`src/rtl/stream_rr_arbiter.sv`:
```
// stream_rr_arbiter
//   Packet-aware round-robin arbiter that merges NUM_IN valid/ready requester
//   streams into one registered output stream. A requester that starts a
//   multi-beat packet keeps the grant until its last beat is taken, so packets
//   are never interleaved. Packets reaching MAX_BEATS beats are cut with a
//   forced out_last and flagged on the sticky trunc_err.
//
// Ports
//   clk        clock, all state on rising edge
//   rst        asynchronous, active-high reset
//   in_data    requester data, slice i = requester i
//   in_valid   per-requester valid
//   in_last    per-requester end-of-packet flag
//   in_ready   per-requester ready (combinational, at most one bit high)
//   out_data   registered output data
//   out_valid  registered output valid
//   out_last   registered end-of-packet
//   out_id     index of the requester that sourced the output beat
//   out_ready  downstream ready
//   trunc_err  sticky: a packet was force-terminated at MAX_BEATS
module stream_rr_arbiter #(
  parameter  int unsigned NUM_IN    = 4,
  parameter  int unsigned DATA_W    = 8,
  parameter  int unsigned MAX_BEATS = 16,
  localparam int unsigned ID_W      = (NUM_IN > 1) ? $clog2(NUM_IN) : 1
) (
  input  logic                     clk,
  input  logic                     rst,
  input  logic [NUM_IN*DATA_W-1:0] in_data,
  input  logic [NUM_IN-1:0]        in_valid,
  input  logic [NUM_IN-1:0]        in_last,
  output logic [NUM_IN-1:0]        in_ready,
  output logic [DATA_W-1:0]        out_data,
  output logic                     out_valid,
  output logic                     out_last,
  output logic [ID_W-1:0]          out_id,
  input  logic                     out_ready,
  output logic                     trunc_err
);

  localparam int unsigned CNT_W = $clog2(MAX_BEATS + 1);

  typedef enum logic {
    IDLE = 1'b0,
    BUSY = 1'b1
  } state_t;

  state_t            state;
  logic [ID_W-1:0]   rr_ptr;
  logic [ID_W-1:0]   lock;
  logic [CNT_W-1:0]  beat_cnt;

  logic [ID_W-1:0]   grant;
  logic [ID_W-1:0]   sel;
  logic              any_valid;
  logic              sel_req;
  logic              can_load;
  logic              xfer;
  logic              sel_last;
  logic              trunc;
  logic [DATA_W-1:0] sel_data;
  int unsigned       idx;

  function automatic logic [ID_W-1:0] wrap_inc(input logic [ID_W-1:0] p);
    return (32'(p) == NUM_IN - 1) ? '0 : p + ID_W'(1);
  endfunction

  // First valid requester at or after rr_ptr, wrapping modulo NUM_IN.
  always_comb begin
    grant     = '0;
    any_valid = 1'b0;
    idx       = 0;
    for (int unsigned k = 0; k < NUM_IN; k++) begin
      idx = (32'(rr_ptr) + k) % NUM_IN;
      if (!any_valid && in_valid[idx]) begin
        any_valid = 1'b1;
        grant     = ID_W'(idx);
      end
    end
  end

  // While locked, the owner is the only candidate even if it bubbles.
  always_comb begin
    sel      = (state == BUSY) ? lock : grant;
    sel_req  = (state == BUSY) || any_valid;
    can_load = !out_valid || out_ready;
    in_ready = '0;
    if (!rst && sel_req && can_load) in_ready[sel] = 1'b1;
    xfer     = in_valid[sel] && in_ready[sel];
    sel_data = in_data[32'(sel)*DATA_W +: DATA_W];
    sel_last = in_last[sel];
    // beat_cnt counts beats already taken in this packet, so the current
    // beat is number beat_cnt+1.
    trunc    = (state == BUSY) && !sel_last && (32'(beat_cnt) + 1 == MAX_BEATS);
  end

  always_ff @(posedge clk or posedge rst) begin
    if (rst) begin
      out_data  <= '0;
      out_valid <= 1'b0;
      out_last  <= 1'b0;
      out_id    <= '0;
      trunc_err <= 1'b0;
      state     <= IDLE;
      rr_ptr    <= '0;
      lock      <= '0;
      beat_cnt  <= '0;
    end else begin
      if (xfer) begin
        out_data  <= sel_data;
        out_last  <= sel_last || trunc;
        out_id    <= sel;
        out_valid <= 1'b1;
      end else if (out_ready) begin
        out_valid <= 1'b0;
      end

      if (xfer) begin
        if (state == IDLE) begin
          if (sel_last) begin
            rr_ptr <= wrap_inc(sel);
          end else begin
            state    <= BUSY;
            lock     <= sel;
            beat_cnt <= CNT_W'(1);
          end
        end else if (sel_last || trunc) begin
          state    <= IDLE;
          rr_ptr   <= wrap_inc(lock);
          beat_cnt <= '0;
          if (trunc) trunc_err <= 1'b1;
        end else begin
          beat_cnt <= beat_cnt + CNT_W'(1);
        end
      end
    end
  end

endmodule

```
`config.mk`:
```
export PLATFORM = sky130hd
export DESIGN_NAME = stream_rr_arbiter
export DESIGN_NICKNAME = d
export VERILOG_FILES = /design/src/rtl/stream_rr_arbiter.sv
export SDC_FILE = /design/constraint.sdc
export NUM_CORES = 1
export LEC_CHECK = 0
export ABC_AREA = 1
export CAP_MARGIN = 25
export CELL_PAD_IN_SITES_DETAIL_PLACEMENT = 2
export CELL_PAD_IN_SITES_GLOBAL_PLACEMENT = 2
export CORE_MARGIN = 2
export CORE_UTILIZATION = 23
export CTS_CLUSTER_DIAMETER = 80
export DETAILED_ROUTE_END_ITERATION = 7
export GPL_TIMING_DRIVEN = 0
export PLACE_DENSITY_LB_ADDON = 0.1
export SYNTH_ARGS = -nofsm -noshare
export SYNTH_HDL_FRONTEND = slang
export SYNTH_SLANG_ARGS = --single-unit
```
`constraint.sdc`:
```
create_clock -name clk -period 3.26 [get_ports clk]
set_clock_uncertainty 0.2 [all_clocks]
set_input_delay 0.489 -clock clk [delete_from_list [all_inputs] [get_ports clk]]
set_output_delay 0.489 -clock clk [all_outputs]
set_load 0.05 [all_outputs]
```
==> results of run 1 <==
## per-stage QoR
step                       util  setup TNS [ns]  cells
after floorplan               -               0    277
after global placement    0.338           -7.07    435
after detailed placement  0.338           -8.02    435
after CTS                 0.348         -0.0424    439
after global routing      0.362               0    444
final                     0.362               0    444
## timing repair
| item | in CTS | in global routing |
|---|---|---|
| setup endpoints to repair | 8 | 8 |
| setup buffers | 1 | 5 |
| resized for setup | 38 | 16 |
| pin swaps | 1 | 5 |
## where the power goes
group	switching [mW]	leakage [nW]	total, mW	internal [mW]
clock	0.0937	0.0255	0.179	0.0853
combinational	1.41	1.03	2.12	0.709
sequential	0.0834	0.296	0.478	0.395
## per-layer routing
layer  vias up  part of all wire  global-route usage  wire (um)
li1       1019                 -                   -          -
met1       959              0.42               0.181       2700
met2        40              0.52               0.292       3310
met3         2             0.059              0.0448        376
met4         0            0.0020              0.0114         13
met5         -                 0                   0          0
## cell usage after synthesis (3+ instances only)
master	number	area share
nand2_1	130	0.28
nand3_1	40	0.11
dfrtp_1	23	0.33
inv_1	19	0.041
nor2_1	11	0.024
nand4_1	10	0.036
inv_2	5	0.011
nor2_2	4	0.014
o21ai_0	4	0.011
buf_2	3	0.0086
ha_1	3	0.021
nand2_2	3	0.011
nor3_1	3	0.0086
## sequential cells by signal, indices dropped and copies added, names as in the netlist
signal	count
out_id	2
beat_cnt	5
out_valid	1
out_last	1
lock	2
rr_ptr	2
out_data	8
state	1
trunc_err	1
## layout make-up
type,count,area (um2),share of cell area
flip-flops and latches,23,576,0.218
clock buffers,3,41.3,0.0157
repair buffers,65,641,0.243
inverters,26,114,0.0432
plain buffers,7,67.6,0.0256
well taps,99,124,0.0470
multi-input cells,220,1070,0.405
clock inverters,1,5.00,0.00190
## worst max-delay path: cells and delay by family (launching register included)
kind                     cells  cell delay, ns
buffers and inverters        4            0.43
AND/OR/NAND/NOR             10            0.94
adder cells (fa/ha/maj)      1            0.20
flip-flops                   1            0.51
## cell families (layout without fill, tap and decap cells)
group	Yosys count	after routing	synth area share
flip-flops	23	23	0.329
buffers and inverters	34	102	0.0880
AND/OR/NAND/NOR	206	206	0.523
XOR/XNOR	2	2	0.0100
AO/OA/AOI/OAI	9	9	0.0286
adder cells (fa/ha/maj)	3	3	0.0215
## path summary, 6_finish.rpt
kind,endpoint,slack [ns],cells past startpoint
setup / recovery,in_ready[3],0.24,15
hold / removal,out_data[1],0.29,2
setup reg to reg,out_data[2],0.49,16
hold reg to reg,out_data[1],0.29,2
max in group asynchronous,out_valid,2.11,2
min in group asynchronous,out_id[1],0.42,2
==> results.py, run 1 <==
metrics = {
    "setup_path": {
        "critPathSlowestCell": "dfrtp_1",
        "critical_path_class": "flop to output port",
        "path_cells": "inv_2 -> nand2_2 -> nand2_2 -> nand2_1 -> nand2_1 -> nand2_1 -> nand2_1 -> nand2_1 -> nand3_4 -> nand2_8 -> clkinv_8 -> ha_1 -> nand2_1 -> inv_1 -> buf_6",
        "worst_path_largest_cell_delay_ns": 0.51,
        "cp_common_cell": "nand2_1",
        "worstSetupEndpointType": "output port",
        "startpoint": "rr_ptr[1]",
        "startpoint_type": "flop",
        "rr_startpoint": "rr_ptr[1]",
        "cp.arrival_ns": 2.33,
        "cp_max_fo": 14,
        "cp.required_ns": 2.57,
    },
    "global_route": {
        "grt_pass1_wl_um": 10500,
        "antenna_found_initial": 0,
        "grt_max_degree": 25,
        "first_global_vias": 2150,
        "grt_use_total": 0.155,
        "grt-ovfl-total": 0,
    },
    "clock_network": {
        "worst_skew_pair.late_latency_ns": 0.27,
        "cts_tree": "done",
        "htree_levels": 1,
        "cts-buffers-inserted": 3,
        "cts.clk_slew.worst_paths_ns": 0.09,
        "cts_hold_buffers": 0,
        "clock-sinks": 23,
        "cts_max_path_buffers": 2,
        "cts_root_buf": "clkbuf_8",
    },
    "layout": {
        "nets": 392,
        "layout_common_cells": "128 x nand2_1, 51 x clkdlybuf4s50_1, 37 x nand3_1",
        "syn_to_final_growth_pct": 50.7,
        "layout-drive-gt1-share": 0.136,
        "final_common_cell": "nand2_1",
        "final_cell_area_mm2": 0.00264,
        "nFillCells": 906,
        "antennaDiodeCount": 0,
    },
    "place": {
        "dp_hpwl_um": 5100,
        "place_ws_ns": -0.894,
        "place_congestion": 0.754,
        "io_buffers": 59,
        "place_area_mm2": 0.00246,
    },
    "drt": {
        "drc": 0,
        "antenna_left": 0,
        "wl_per_cell_um": 14.4,
        "drtPass1Iterations": 4,
        "viasPerCell": 4.55,
        "drtIter0Drc": 33,
        "num_vias": 2020,
        "routed_wl_um": 6410,
    },
    "sta": {
        "period_share": 0.926,
        "rsz0062_at_grt": "no",
        "hold_slack_ns": 0.286,
        "worst_pin_slew_ns": 0.635,
        "hold_viol_final": 0,
        "clock.fmax_mhz": 331,
        "setup_ws_ns": 0.243,
        "timing.slew.headroom": 0.575,
        "layout_min_cycle_time_ns": 3.02,
        "maxSlewViolCount": 0,
        "setup_violations": 0,
    },
    "logic_synthesis": {
        "synthCells": 277,
        "synthFlopType": "dfrtp_1",
        "ys_ff_latch": 23,
        "synth-edff-count": 0,
        "synthDistinctLibCells": 26,
        "ys_async_sr_fraction": 1.00,
        "syn-num-nets": 323,
        "synth_warnings": 0,
        "netlist_area_mm2": 0.00175,
        "synth_area_per_cell_um2": 6.31,
        "seq_area_frac_synth": 0.329,
    },
    "hold_path": {
        "hp-start": "out_data[1]",
        "hp-class": "flop to flop",
    },
    "floorplanning": {
        "dieArea_mm2": 0.00832,
        "io_pins": 60,
        "dieHeight_um": 91.2,
        "core_area_mm2": 0.00729,
        "initial_core_util": 0.240,
        "die_x_um": 91.2,
        "rows": 31,
    },
    "power_and_ir_drop": {
        "p_per_area_mw_per_mm2": 1050,
        "ir_worst_vdd_v": 0.000435,
        "power_mw": 2.78,
        "power.leakage_nw": 1.35,
    },
    "flow_run": {
        "max_cap_viol_count": 0,
    },
    "run_status": {
        "status": "finished, final reports clean",
    },
}
(Power assumes the default switching activity.)
==> inputs of run 2 (changes only) <==
--- a/config.mk
+++ b/config.mk
@@ -7,10 +7,10 @@
 export LEC_CHECK = 0
 export ABC_AREA = 1
 export CAP_MARGIN = 25
-export CELL_PAD_IN_SITES_DETAIL_PLACEMENT = 2
-export CELL_PAD_IN_SITES_GLOBAL_PLACEMENT = 2
+export CELL_PAD_IN_SITES_DETAIL_PLACEMENT = 1
+export CELL_PAD_IN_SITES_GLOBAL_PLACEMENT = 1
 export CORE_MARGIN = 2
-export CORE_UTILIZATION = 23
+export CORE_UTILIZATION = 31
 export CTS_CLUSTER_DIAMETER = 80
 export DETAILED_ROUTE_END_ITERATION = 7
 export GPL_TIMING_DRIVEN = 0
==> run 2 against run 1 <==
Via count fell by 2.7%. Global-route usage rose by 3.2 points. Design area fell by 2.2%. Hold slack improved by 0.0011 ns. Largest power group unchanged. Flip-flop and latch count did not move. Routed wire length fell by 12%. Clock power barely moved. Critical path type is now input pin to output port. Final cell count fell by 6.1%. Count of clock-buffer cells in the layout rose by 1. Worst setup slack got worse by 0.086 ns. Fmax fell by 2.8%. Highest routed layer unchanged. First-iteration DRC count rose by 79%.
==> results.py, run 2 (synthesized netlist as in run 1, its figures left out) <==
metrics = {
    "floorplanning": {
        "io_pins": 60,
        "dieArea_mm2": 0.00626,
        "dieHeight_um": 79.1,
        "initial_core_util": 0.320,
        "core_area_mm2": 0.00547,
        "die_x_um": 79.1,
        "rows": 27,
    },
    "setup_path": {
        "cp.arrival_ns": 2.41,
        "cp_max_fo": 10,
        "worstSetupEndpointType": "output port",
        "critical_path_class": "input pin to output port",
        "startpoint_type": "input pin",
        "startpoint": "in_valid[1]",
        "rr_startpoint": "rr_ptr[0]",
        "cp.required_ns": 2.57,
    },
    "sta": {
        "hold_slack_ns": 0.287,
        "tns_ns": 0,
        "maxSlewViolCount": 0,
        "layout_min_cycle_time_ns": 3.10,
        "clock.fmax_mhz": 322,
        "hold_viol_final": 0,
        "setup_violations": 0,
        "worst_pin_slew_ns": 0.576,
        "timing.slew.headroom": 0.615,
        "period_share": 0.952,
        "rsz0062_at_grt": "yes",
    },
    "clock_network": {
        "clock-sinks": 23,
        "cts-buffers-inserted": 3,
        "cts_tree": "done",
        "cts_root_buf": "clkbuf_8",
        "worst_skew_pair.late_latency_ns": 0.27,
        "htree_levels": 1,
        "cts_max_path_buffers": 2,
        "cts.clk_slew.worst_paths_ns": 0.08,
    },
    "power_and_ir_drop": {
        "ir_worst_vdd_v": 0.000539,
        "p_per_area_mw_per_mm2": 1050,
        "power.leakage_nw": 1.31,
    },
    "layout": {
        "largest_reg_flops": 8,
        "syn_to_final_growth_pct": 47.4,
        "layout-drive-gt1-share": 0.125,
        "regMostFlops": "out_data",
        "largestRegisters": "out_data (8), beat_cnt (5)",
        "final_common_cell": "nand2_1",
        "nets": 392,
        "layout_common_cells": "127 x nand2_1, 55 x clkdlybuf4s50_1, 39 x nand3_1",
        "antennaDiodeCount": 0,
    },
    "hold_path": {
        "hp-start": "trunc_err",
        "hp-class": "flop to flop",
    },
    "drt": {
        "antenna_left": 0,
        "num_vias": 1965,
        "drc": 0,
        "drtIter0Drc": 59,
        "wl_per_cell_um": 13.5,
        "drtPass1Iterations": 6,
        "routed_wl_um": 5620,
        "viasPerCell": 4.71,
    },
    "place": {
        "dp_hpwl_um": 4400,
        "place_congestion": 0.792,
        "io_buffers": 59,
    },
    "global_route": {
        "grt_max_degree": 25,
        "grt-ovfl-total": 0,
        "grt_use_total": 0.187,
        "antenna_found_initial": 0,
        "grt_pass1_wl_um": 9300,
        "first_global_vias": 2068,
    },
    "flow_run": {
        "max_cap_viol_count": 0,
    },
    "run_status": {
        "status": "finished, final reports clean",
    },
}
-- run 2: layout make-up --
class / count / area, um2
Inverter: 26 / 114
Multi-Input combinational cell: 220 / 1060
Fill cell: 765 / 2890
Tap cell: 72 / 90.1
Clock buffer: 4 / 45.0
Buffer: 6 / 48.8
Sequential cell: 23 / 576
Timing Repair Buffer: 66 / 641
-- run 2: metal layers --
metal / share of wire / track usage / vias up
met3: 0.055 / 0.0580 / 4
li1: - / - / 1019
met2: 0.50 / 0.341 / 39
met5: 0 / 0 / -
met1: 0.43 / 0.215 / 903
met4: 0.0094 / 0.0397 / 0
-- run 2: final timing paths --
kind	endpoint	slack (ns)	depth (start not counted)
max	in_ready[1]	0.16	13
min	trunc_err	0.29	1
max reg2reg	out_data[1]	0.60	14
min reg2reg	trunc_err	0.29	1
max in group asynchronous	lock[1]	2.15	2
min in group asynchronous	out_last	0.41	2
-- run 2: stage by stage --
stage	power, mW	cells	utilization	cell area [um2]	worst slack [ns]
6_report	2.71	417	0.471	2580	0.156
5_1_grt	2.96	417	0.471	2580	-0.0407
4_1_cts	2.58	411	0.451	2470	0.00420
3_5_place_dp	2.39	408	0.444	2430	-0.818
3_3_place_gp	2.37	408	0.444	2430	-0.795
2_1_floorplan	1.82	277	-	1750	0.0371
-- run 2: worst max-delay path, stage by stage --
cell             delay, ns
clkdlybuf4s50_1       0.53
inv_1                 0.07
nand2_1               0.10
nand3_1               0.12
nand2_2               0.09
inv_2                 0.05
nand3_1               0.08
nor2_2                0.06
nor2_4                0.15
nand2_8               0.09
buf_4                 0.20
nor3_4                0.19
buf_6                 0.18
-- run 2: what timing repair did --
item,in CTS,in global routing
hold endpoints to repair,0,0
hold buffers,0,0
resized for setup,28,18
setup endpoints to repair,4,4
buffers inserted,1,6
pin swaps,1,3
-- run 2: power breakdown --
group | leakage (nW) | switching, mW | internal, mW | total, mW
logic | 0.990 | 1.36 | 0.695 | 2.05
registers | 0.296 | 0.0794 | 0.395 | 0.474
clock network | 0.0228 | 0.0933 | 0.0874 | 0.181
total | 1.31 | 1.53 | 1.18 | 2.71
==> inputs of run 3 (changes only) <==
--- a/config.mk
+++ b/config.mk
@@ -6,6 +6,7 @@
 export NUM_CORES = 1
 export LEC_CHECK = 0
 export ABC_AREA = 1
+export ABC_CLOCK_PERIOD_IN_PS = 3260
 export CAP_MARGIN = 25
 export CELL_PAD_IN_SITES_DETAIL_PLACEMENT = 1
 export CELL_PAD_IN_SITES_GLOBAL_PLACEMENT = 1
==> results of run 3 <==
Final layout, timing and power as in run 2 (identical DEF).
